## src/rtl/conv_pkg.sv

```systemverilog
// Shared definitions for the convolution line feeder.
//   - default operand widths (pixel, weight, partial sum)
//   - tap count of one convolution line and default row length
//   - feeder FSM state encoding
package conv_pkg;

   localparam int unsigned CONV_I_X    = 8;
   localparam int unsigned CONV_I_W    = 8;
   localparam int unsigned CONV_I_PSUM = 16;
   localparam int unsigned CONV_K      = 5;
   localparam int unsigned CONV_IMG_W  = 32;

   typedef enum logic [2:0] {
      StIdle,
      StLoadW,
      StRun,
      StDrain,
      StDone
   } feeder_state_e;

endpackage

```

## src/rtl/conv_valid_delay.sv

```systemverilog
// Fixed-depth valid strobe delay line.
// Ports:
//   i_clk    clock, rising edge
//   i_rst_n  asynchronous active-low clear of every stage
//   i_valid  strobe entering stage 0
//   o_valid  strobe leaving the last stage, DEPTH cycles later
module conv_valid_delay #(
   parameter int unsigned DEPTH = 5
) (
   input  logic i_clk,
   input  logic i_rst_n,
   input  logic i_valid,
   output logic o_valid
);

   logic [DEPTH-1:0] pipe_q;
   logic [DEPTH-1:0] pipe_d;

   always_comb begin
      pipe_d    = pipe_q;
      pipe_d[0] = i_valid;
      for (int i = 1; i < DEPTH; i++) begin
         pipe_d[i] = pipe_q[i-1];
      end
   end

   always_ff @(posedge i_clk or negedge i_rst_n) begin
      if (!i_rst_n) begin
         pipe_q <= '0;
      end else begin
         pipe_q <= pipe_d;
      end
   end

   assign o_valid = pipe_q[DEPTH-1];

endmodule

```

## src/rtl/conv_line_feeder.sv

```systemverilog
// Producer-side sequencer for one K-tap convolution line.
// Loads K tap weights, then streams IMG_W accepted pixels as x/w/psum operands,
// with a valid strobe delayed K cycles to match the line's pipeline latency.
// Optional feature: define CONV_LINE_FEEDER_BIAS_EN to load one extra weight
// word as a bias, driven sign-extended on o_psum; otherwise o_psum is 0.
// Ports:
//   i_clk, i_rst_n          clock (rising edge), async active-low reset
//   i_start                 single-cycle run request (honoured in IDLE only)
//   i_w_valid/i_w_data      weight stream in, o_w_ready accept
//   i_x_valid/i_x_data      pixel stream in, o_x_ready accept
//   o_x, o_w, o_psum        registered operands to the PE line
//   o_psum_valid            line output valid, K cycles after operand issue
//   o_busy                  high outside IDLE
//   o_done                  one-cycle pulse at end of run
module conv_line_feeder
   import conv_pkg::*;
#(
   parameter int unsigned I_X    = CONV_I_X,
   parameter int unsigned I_W    = CONV_I_W,
   parameter int unsigned I_PSUM = CONV_I_PSUM,
   parameter int unsigned K      = CONV_K,
   parameter int unsigned IMG_W  = CONV_IMG_W
) (
   input  logic              i_clk,
   input  logic              i_rst_n,
   input  logic              i_start,
   input  logic              i_w_valid,
   input  logic [I_W-1:0]    i_w_data,
   output logic              o_w_ready,
   input  logic              i_x_valid,
   input  logic [I_X-1:0]    i_x_data,
   output logic              o_x_ready,
   output logic [I_X-1:0]    o_x,
   output logic [I_W-1:0]    o_w,
   output logic [I_PSUM-1:0] o_psum,
   output logic              o_psum_valid,
   output logic              o_busy,
   output logic              o_done
);

`ifdef CONV_LINE_FEEDER_BIAS_EN
   localparam int unsigned NUM_W = K + 1;
`else
   localparam int unsigned NUM_W = K;
`endif
   localparam int unsigned WIDX_W = $clog2(NUM_W + 1);
   localparam int unsigned TAP_W  = $clog2(K + 1);
   localparam int unsigned COL_W  = $clog2(IMG_W + 1);

   feeder_state_e     state_q, state_d;
   logic [WIDX_W-1:0] widx_q, widx_d;
   logic [TAP_W-1:0]  tap_q, tap_d;
   logic [TAP_W-1:0]  drain_q, drain_d;
   logic [COL_W-1:0]  col_q, col_d;
   logic [I_W-1:0]    weight_q [K];
   logic [I_W-1:0]    weight_d [K];
   logic [I_X-1:0]    x_q, x_d;
   logic [I_W-1:0]    w_q, w_d;
   // High in the cycle the operands of a handshake are on o_x/o_w.
   logic              issue_q, issue_d;
`ifdef CONV_LINE_FEEDER_BIAS_EN
   logic [I_W-1:0]    bias_q, bias_d;
   logic [I_PSUM-1:0] psum_q, psum_d;
`endif

   always_comb begin
      state_d  = state_q;
      widx_d   = widx_q;
      tap_d    = tap_q;
      drain_d  = drain_q;
      col_d    = col_q;
      weight_d = weight_q;
      x_d      = x_q;
      w_d      = w_q;
      issue_d  = 1'b0;
`ifdef CONV_LINE_FEEDER_BIAS_EN
      bias_d   = bias_q;
      psum_d   = psum_q;
`endif

      case (state_q)
         StIdle: begin
            if (i_start) begin
               widx_d  = '0;
               state_d = StLoadW;
            end
         end

         StLoadW: begin
            if (i_w_valid) begin
               for (int i = 0; i < K; i++) begin
                  if (widx_q == WIDX_W'(i)) begin
                     weight_d[i] = i_w_data;
                  end
               end
`ifdef CONV_LINE_FEEDER_BIAS_EN
               if (widx_q == WIDX_W'(K)) begin
                  bias_d = i_w_data;
               end
`endif
               if (widx_q == WIDX_W'(NUM_W - 1)) begin
                  widx_d  = '0;
                  tap_d   = '0;
                  col_d   = '0;
                  state_d = StRun;
               end else begin
                  widx_d = widx_q + 1'b1;
               end
            end
         end

         StRun: begin
            if (i_x_valid) begin
               x_d     = i_x_data;
               w_d     = weight_q[tap_q];
               issue_d = 1'b1;
`ifdef CONV_LINE_FEEDER_BIAS_EN
               psum_d  = I_PSUM'($signed(bias_q));
`endif
               tap_d = (tap_q == TAP_W'(K - 1)) ? '0 : tap_q + 1'b1;
               if (col_q == COL_W'(IMG_W - 1)) begin
                  col_d   = '0;
                  tap_d   = '0;
                  drain_d = '0;
                  state_d = StDrain;
               end else begin
                  col_d = col_q + 1'b1;
               end
            end
         end

         StDrain: begin
            // K cycles let the last issued strobe reach o_psum_valid.
            if (drain_q == TAP_W'(K - 1)) begin
               drain_d = '0;
               state_d = StDone;
            end else begin
               drain_d = drain_q + 1'b1;
            end
         end

         StDone: begin
            state_d = StIdle;
         end

         default: begin
            state_d = StIdle;
         end
      endcase
   end

   always_ff @(posedge i_clk or negedge i_rst_n) begin
      if (!i_rst_n) begin
         state_q <= StIdle;
         widx_q  <= '0;
         tap_q   <= '0;
         drain_q <= '0;
         col_q   <= '0;
         x_q     <= '0;
         w_q     <= '0;
         issue_q <= 1'b0;
         for (int i = 0; i < K; i++) begin
            weight_q[i] <= '0;
         end
`ifdef CONV_LINE_FEEDER_BIAS_EN
         bias_q  <= '0;
         psum_q  <= '0;
`endif
      end else begin
         state_q  <= state_d;
         widx_q   <= widx_d;
         tap_q    <= tap_d;
         drain_q  <= drain_d;
         col_q    <= col_d;
         x_q      <= x_d;
         w_q      <= w_d;
         issue_q  <= issue_d;
         weight_q <= weight_d;
`ifdef CONV_LINE_FEEDER_BIAS_EN
         bias_q   <= bias_d;
         psum_q   <= psum_d;
`endif
      end
   end

   conv_valid_delay #(
      .DEPTH (K)
   ) u_valid_delay (
      .i_clk   (i_clk),
      .i_rst_n (i_rst_n),
      .i_valid (issue_q),
      .o_valid (o_psum_valid)
   );

   assign o_w_ready = (state_q == StLoadW);
   assign o_x_ready = (state_q == StRun);
   assign o_busy    = (state_q != StIdle);
   assign o_done    = (state_q == StDone);
   assign o_x       = x_q;
   assign o_w       = w_q;
`ifdef CONV_LINE_FEEDER_BIAS_EN
   assign o_psum    = psum_q;
`else
   assign o_psum    = '0;
`endif

endmodule

```

## config.mk

```make
export PLATFORM = sky130hd
export DESIGN_NAME = conv_line_feeder
export DESIGN_NICKNAME = d
export VERILOG_FILES = /design/src/rtl/conv_pkg.sv /design/src/rtl/conv_valid_delay.sv /design/src/rtl/conv_line_feeder.sv
export SDC_FILE = /design/constraint.sdc
export NUM_CORES = 1
export LEC_CHECK = 0
export CAP_MARGIN = 20
export CORE_UTILIZATION = 30
export CTS_CLUSTER_DIAMETER = 60
export CTS_CLUSTER_SIZE = 10
export DETAILED_ROUTE_END_ITERATION = 12
export PLACE_DENSITY = 0.61
export SLEW_MARGIN = 20
export SYNTH_ARGS = -nofsm -noshare
export SYNTH_HDL_FRONTEND = slang
export SYNTH_HIERARCHICAL = 1
export SYNTH_SLANG_ARGS = --single-unit
export TNS_END_PERCENT = 20
```

## constraint.sdc

```tcl
create_clock -name i_clk -period 1.6 [get_ports i_clk]
set_input_delay 0.32 -clock i_clk [delete_from_list [all_inputs] [get_ports i_clk]]
set_output_delay 0.32 -clock i_clk [all_outputs]
set_load 0.03 [all_outputs]
```

==> impl_metrics.ini, run 1 <==
[drt]
drc = 0
wl_mm = 8.22
drtAntennaViolNets = 0
vias = 2554
wire_per_inst_um = 14.6
via_per_inst = 4.53
dr.pass1.iters = 4
drt_iter0_drc = 136

[synthesis]
synth_area_um2 = 3740
async_flop_share = 1.00
synth-simple-area-share = 0.117
synth.area.mux_share = 0.184
syn_avg_cell_area_um2 = 12.4
synth_xor_area_frac = 0
synth_enable_flop_cells = 0
ys_ff_latch = 80
synth.yosys.warnings = 6
yosysSeqAreaShare = 0.535
synthAdderAreaFrac = 0.0335
synthFlopType = dfrtp_1
synth-compound-area-share = 0.0653
syn_inst = 301
synth_top_family_by_area = multiplexers
yosysUniqueCellTypes = 47

[worst_setup_path]
crit_path_top_delay_cell = dfrtp_1
crit_start = state_q[2]
required_ns = 1.28
crit_top_cell = buf_6
critPathBufInv = 3
cp.arrival_ns = 1.48
worst_path_largest_cell_delay_ns = 0.41
cp-start-kind = flip-flop
r2r_start = state_q[2]
crit_chain = buf_6 -> or3b_4 -> inv_2 -> buf_6
critPathMaxFanout = 3
worst-path-stages = 4
crit_family = flip-flops
rrSetupSlack_ns = -0.19
r2r.worst_path.cells = 6
critical_path_class = reg2out
cp-end-kind = primary output

[die]
dieWidth_um = 114
num_rows = 40
boundaryPins = 58
die-area_um2 = 12900
start_util = 0.310
die_y_um = 114
core_um2 = 12100

[clock_network]
clk_latency_ns = 0.33
clockBufferDepth = 2
cts_inserted_buffers = 9
cts_root_buf = clkbuf_16
clock-sinks = 80
cts_tree = yes
htree_levels = 3
clkTransAtPathRegs_ns = 0.07

[min_path]
hold_class = reg2reg
hp-start = issue_q
holdPathStages = 0

[power]
switching_share = 0.337
power.density_nw_per_um2 = 1800
internal_power_mw = 6.11
clock_power_share = 0.232
seqPwrFrac = 0.364
p_leak_nw = 2.46
ir_drop_v = 0.000898
comb_power_share = 0.404
p_total_mw = 9.21
p_sw_mw = 3.10

[placed_design]
port_buffers = 41
place.gp.congestion = 0.715
dp_hpwl_mm = 5.39

[sta]
worst_slack_ns = -0.198
rsz0062_at_grt = true
timing.slew.headroom = 0.656
fmax_ghz = 0.556
min_period_ns = 1.80
fin_crit_sh = 1.12
skew_ns = 0.00813
hold_ws_ns = 0.345
finalHoldViolations = 0
worst-slew-pin-transition_ns = 0.515
setup_viol = 58
slew_viol_final = 0

[outcome]
status = finished, violations left
violations = negative setup slack

[grt]
grt_max_degree = 39
grt_use_total = 0.133
grt_pass1_vias = 2563
grt-ovfl-total = 0
antenna_found_initial = 0
grt_pass1_wl_mm = 13.1

[layout]
syn_to_final_growth_pct = 36.6
drive_gt1_frac = 0.306
seq_area_um2 = 2000
post-route-util = 0.423
fillers = 1107
diodes = 0
multiInputGateArea_um2 = 1680
nNetsFinal = 422

[run]
maxCapViolations = 0
==> worst reg2reg max path: stages (launching register included) <==
cell and delay (ns):
dfrtp_1 0.41, buf_4 0.15, buf_6 0.12, and4bb_2 0.33, and2_4 0.21, nand2_4 0.11, mux2_1 0.33
==> layout make-up <==
class | count | area share
inverters | 11 | 0.00907
repair buffers | 91 | 0.167
clock buffers | 10 | 0.0468
flip-flops and latches | 80 | 0.392
clock inverters | 6 | 0.0145
multi-input cells | 198 | 0.330
well taps | 168 | 0.0412
==> power by group through the flow <==
stage | registers, mW | clock network, mW | logic, mW
6_report | 3.35 | 2.14 | 3.72
3_3_place_gp | 3.35 | 0 | 3.27
5_1_grt | 3.45 | 2.28 | 4.03
2_1_floorplan | 3.64 | 0 | 1.86
3_5_place_dp | 3.38 | 0 | 3.34
4_1_cts | 3.34 | 2.20 | 3.41
==> per-stage QoR <==
| stage | cells | TNS (ns) | instance area [µm²] | setup WS (ns) |
|---|---|---|---|---|
| floorplan | 316 | 0 | 3800 | 0.0411 |
| global placement | 531 | -15.20 | 4490 | -0.313 |
| detailed placement | 531 | -15.67 | 4490 | -0.337 |
| CTS | 553 | -1.38 | 4900 | -0.223 |
| global route | 564 | -9.94 | 5110 | -0.248 |
| finish | 564 | -6.82 | 5110 | -0.198 |
==> state kept, by name, summed over array words and instances (netlist names) <==
name                  count
state_q                   3
weight_q                 40
col_q                     6
drain_q                   3
issue_q                   1
tap_q                     3
o_x                       8
widx_q                    3
o_w                       8
u_valid_delay/pipe_q      5
==> layer usage <==
metal	part of all wire	routed length, µm	vias up	track usage
met2	0.49	4030	55	0.219
li1	-	-	1214	-
met3	0.033	271	10	0.0356
met5	0	0	-	0
met1	0.46	3810	1275	0.173
met4	0.013	108	0	0.0360
==> cells in the mapped netlist (2+ instances only) <==
library cell | instances | share of area
nand3b_1 | 2 | 0.0040
o22ai_1 | 2 | 0.0033
o21ai_1 | 9 | 0.012
a21oi_1 | 4 | 0.0054
mux2_2 | 11 | 0.033
buf_4 | 17 | 0.034
nand3_1 | 4 | 0.0054
buf_6 | 2 | 0.0060
clkbuf_1 | 4 | 0.0040
inv_1 | 9 | 0.0090
a221o_1 | 8 | 0.021
mux2i_1 | 2 | 0.0054
mux4_2 | 7 | 0.042
a22o_1 | 3 | 0.0070
nor3_1 | 3 | 0.0040
and2b_1 | 8 | 0.016
mux2_1 | 32 | 0.096
and2_1 | 3 | 0.0050
o21ai_0 | 4 | 0.0054
nand2_1 | 38 | 0.038
ha_1 | 10 | 0.033
dfrtp_1 | 80 | 0.54
nor2b_1 | 2 | 0.0033
nand2_2 | 3 | 0.0050
nor2_1 | 8 | 0.0080
buf_2 | 3 | 0.0040
nand2b_1 | 2 | 0.0033
and3_1 | 2 | 0.0033
==> final timing paths <==
kind | end
max | o_x_ready
min | u_valid_delay/pipe_q[0]
max reg2reg | weight_q[21]
min reg2reg | u_valid_delay/pipe_q[0]
max in group asynchronous | tap_q[0]
min in group asynchronous | weight_q[1]
==> cell families after synthesis <==
logic type	after synthesis
AOI/OAI and AO/OA	35
adders and majority gates	10
buffers and inverters	38
DFF	80
muxes	53
other	1
and+or+nand+nor	84
==> repair_timing <==
action | CTS | global route
buffers inserted | 5 | 10
gates cloned | 0 | 1
endpoints found under the setup margin | 61 | 60
resized for setup | 37 | 40
hold buffers | 1 | 0
hold endpoints to repair | 36 | 0
pin swaps | 2 | 4
==> cell usage in the layout, fill, tap and decap left out, types with 2 or more instances in the layout <==
master,instances
o21ai_1,7
mux2i_1,2
o22ai_1,2
mux2_2,10
buf_6,17
mux4_2,7
inv_1,8
nor3_1,2
nor2b_1,2
o21ai_2,2
nor2_1,7
dlygate4sd2_1,17
clkbuf_16,9
nand2_1,36
ha_1,10
buf_12,2
a21oi_1,2
and2_4,3
inv_4,2
nand2_2,2
buf_4,34
and3_1,2
a221o_1,8
clkdlybuf4s50_1,19
conb_1,16
nand3b_1,2
mux2_4,9
mux2_1,24
nand2_4,3
a22o_1,3
o21ai_0,4
and2b_1,8
inv_6,4
nand3_1,4
dfrtp_1,79
Power figures use the tool's default switching activity.
==> run 2: changes to the inputs <==
- CORE_UTILIZATION: 30 -> 24
- PLACE_DENSITY: 0.61 -> 0.46
- clock period: 1.6 -> 2 ns (I/O delays scaled with it)
==> impl_metrics.ini, run 2 (same netlist as run 1, synthesis figures left out) <==
[worst_setup_path]
cp-end-kind = primary output
regToRegEndpoint = tap_q[2]
crit_chain = buf_4 -> or3b_4 -> inv_2 -> buf_12
required_ns = 1.60
rrSetupSlack_ns = 0.18
critical_path_class = reg2out
r2r.worst_path.cells = 7
r2r_start = state_q[0]
critPathMaxFanout = 14
cp-start-kind = flip-flop
crit_path_top_delay_cell = or3b_4
worst_path_largest_cell_delay_ns = 0.39
cp.arrival_ns = 1.53
crit_start = state_q[0]

[drt]
drc = 0
vias = 2413
via_per_inst = 4.38
wire_per_inst_um = 14.0
wl_mm = 7.73
drt_iter0_drc = 104
dr.pass1.iters = 4
drtAntennaViolNets = 0

[clock_network]
clockBufferDepth = 2
cts_root_buf = clkbuf_16
clock-sinks = 80
htree_levels = 3
ctsHoldBuffers = 0
cts_tree = yes
clkTransAtPathRegs_ns = 0.06
cts_inserted_buffers = 9
clk_latency_ns = 0.34

[layout]
final_cell_count_no_fill = 551
post-route-util = 0.310
drive_gt1_frac = 0.182
regMostFlops = weight_q
final_cell_mix = dfrtp_1, nand2_1, clkdlybuf4s50_1, mux2_1, buf_4
nNetsFinal = 390
postLayoutCellArea_um2 = 4710
syn_to_final_growth_pct = 26.0
largest_register_ffs = 40
diodes = 0
final_common_cell = dfrtp_1

[grt]
grt_max_degree = 49
grt-ovfl-total = 0
antenna_found_initial = 0
grt_pass1_vias = 2456
grt_pass1_wl_mm = 13.1
grt_use_total = 0.106

[run]
maxCapViolations = 0

[placed_design]
dpl.cell_count = 535
post_dp_cell_area_um2 = 4430
place.gp.congestion = 0.705
place_ws_ns = -0.0786
dp_hpwl_mm = 5.34
port_buffers = 41

[sta]
fin_crit_sh = 0.963
setup_viol = 0
hold_ws_ns = 0.00509
finalHoldViolations = 0
worst-slew-pin-transition_ns = 0.528
timing.slew.headroom = 0.648
slew_viol_final = 0
min_period_ns = 1.93
rsz0062_at_grt = false
skew_ns = 0.00717
worst_slack_ns = 0.0735
fin_setup_tns_ns = 0
fmax_ghz = 0.519

[die]
boundaryPins = 58
die_y_um = 127
core_um2 = 15200
dieWidth_um = 127
num_rows = 45
die-area_um2 = 16100
start_util = 0.246

[min_path]
hold_class = in2async

[power]
power.density_nw_per_um2 = 1430
p_total_mw = 6.73
p_leak_nw = 2.16
ir_drop_v = 0.000481

[outcome]
status = complete, no violations
==> run 2: critical path, delay by kind of cell, from the launching register on <==
kind          cells  cell delay [ns]
flops             1             0.37
buf+inv           3             0.43
simple gates      1             0.39
==> run 2: layout make-up <==
type | count | area, µm²
clock buffer | 10 | 239
clock inverter | 5 | 33.8
fill | 1534 | 10500
inverter | 11 | 43.8
multi-input combinational | 198 | 1560
sequential | 80 | 2000
tap | 188 | 235
timing repair buffer | 59 | 597
==> run 2: worst max path at each step <==
stage           endpoint  slack [ns]
2_1_floorplan     o_done        0.30
5_1_grt        o_x_ready       0.008
3_5_place_dp    tap_q[2]       -0.08
4_1_cts        o_x_ready      0.0004
3_3_place_gp    tap_q[2]       -0.09
6_report       o_x_ready        0.07
==> run 2: timing repair <==
action                     CTS  global route
setup endpoints to repair    2             1
buffers inserted             0             1
gates resized for setup      2             1
==> run 2: layer usage <==
layer / wire length [µm] / part of all wire / global-route usage
met5: 0 / 0 / 0
met4: 96 / 0.012 / 0.0399
met3: 280 / 0.036 / 0.0329
met2: 3740 / 0.48 / 0.167
met1: 3610 / 0.47 / 0.138
==> run 2: where the power goes <==
group	internal, mW	total (mW)	switching, mW	leakage [nW]
clock network	0.865	1.52	0.655	0.130
registers	2.29	2.69	0.402	1.02
logic	1.32	2.52	1.21	1.01
total	4.47	6.73	2.26	2.16
==> run 3: changes to the inputs <==
- SLEW_MARGIN: 20 -> 25
==> results of run 3 <==
The final DEF is identical to that of run 2; final timing and power are the same.
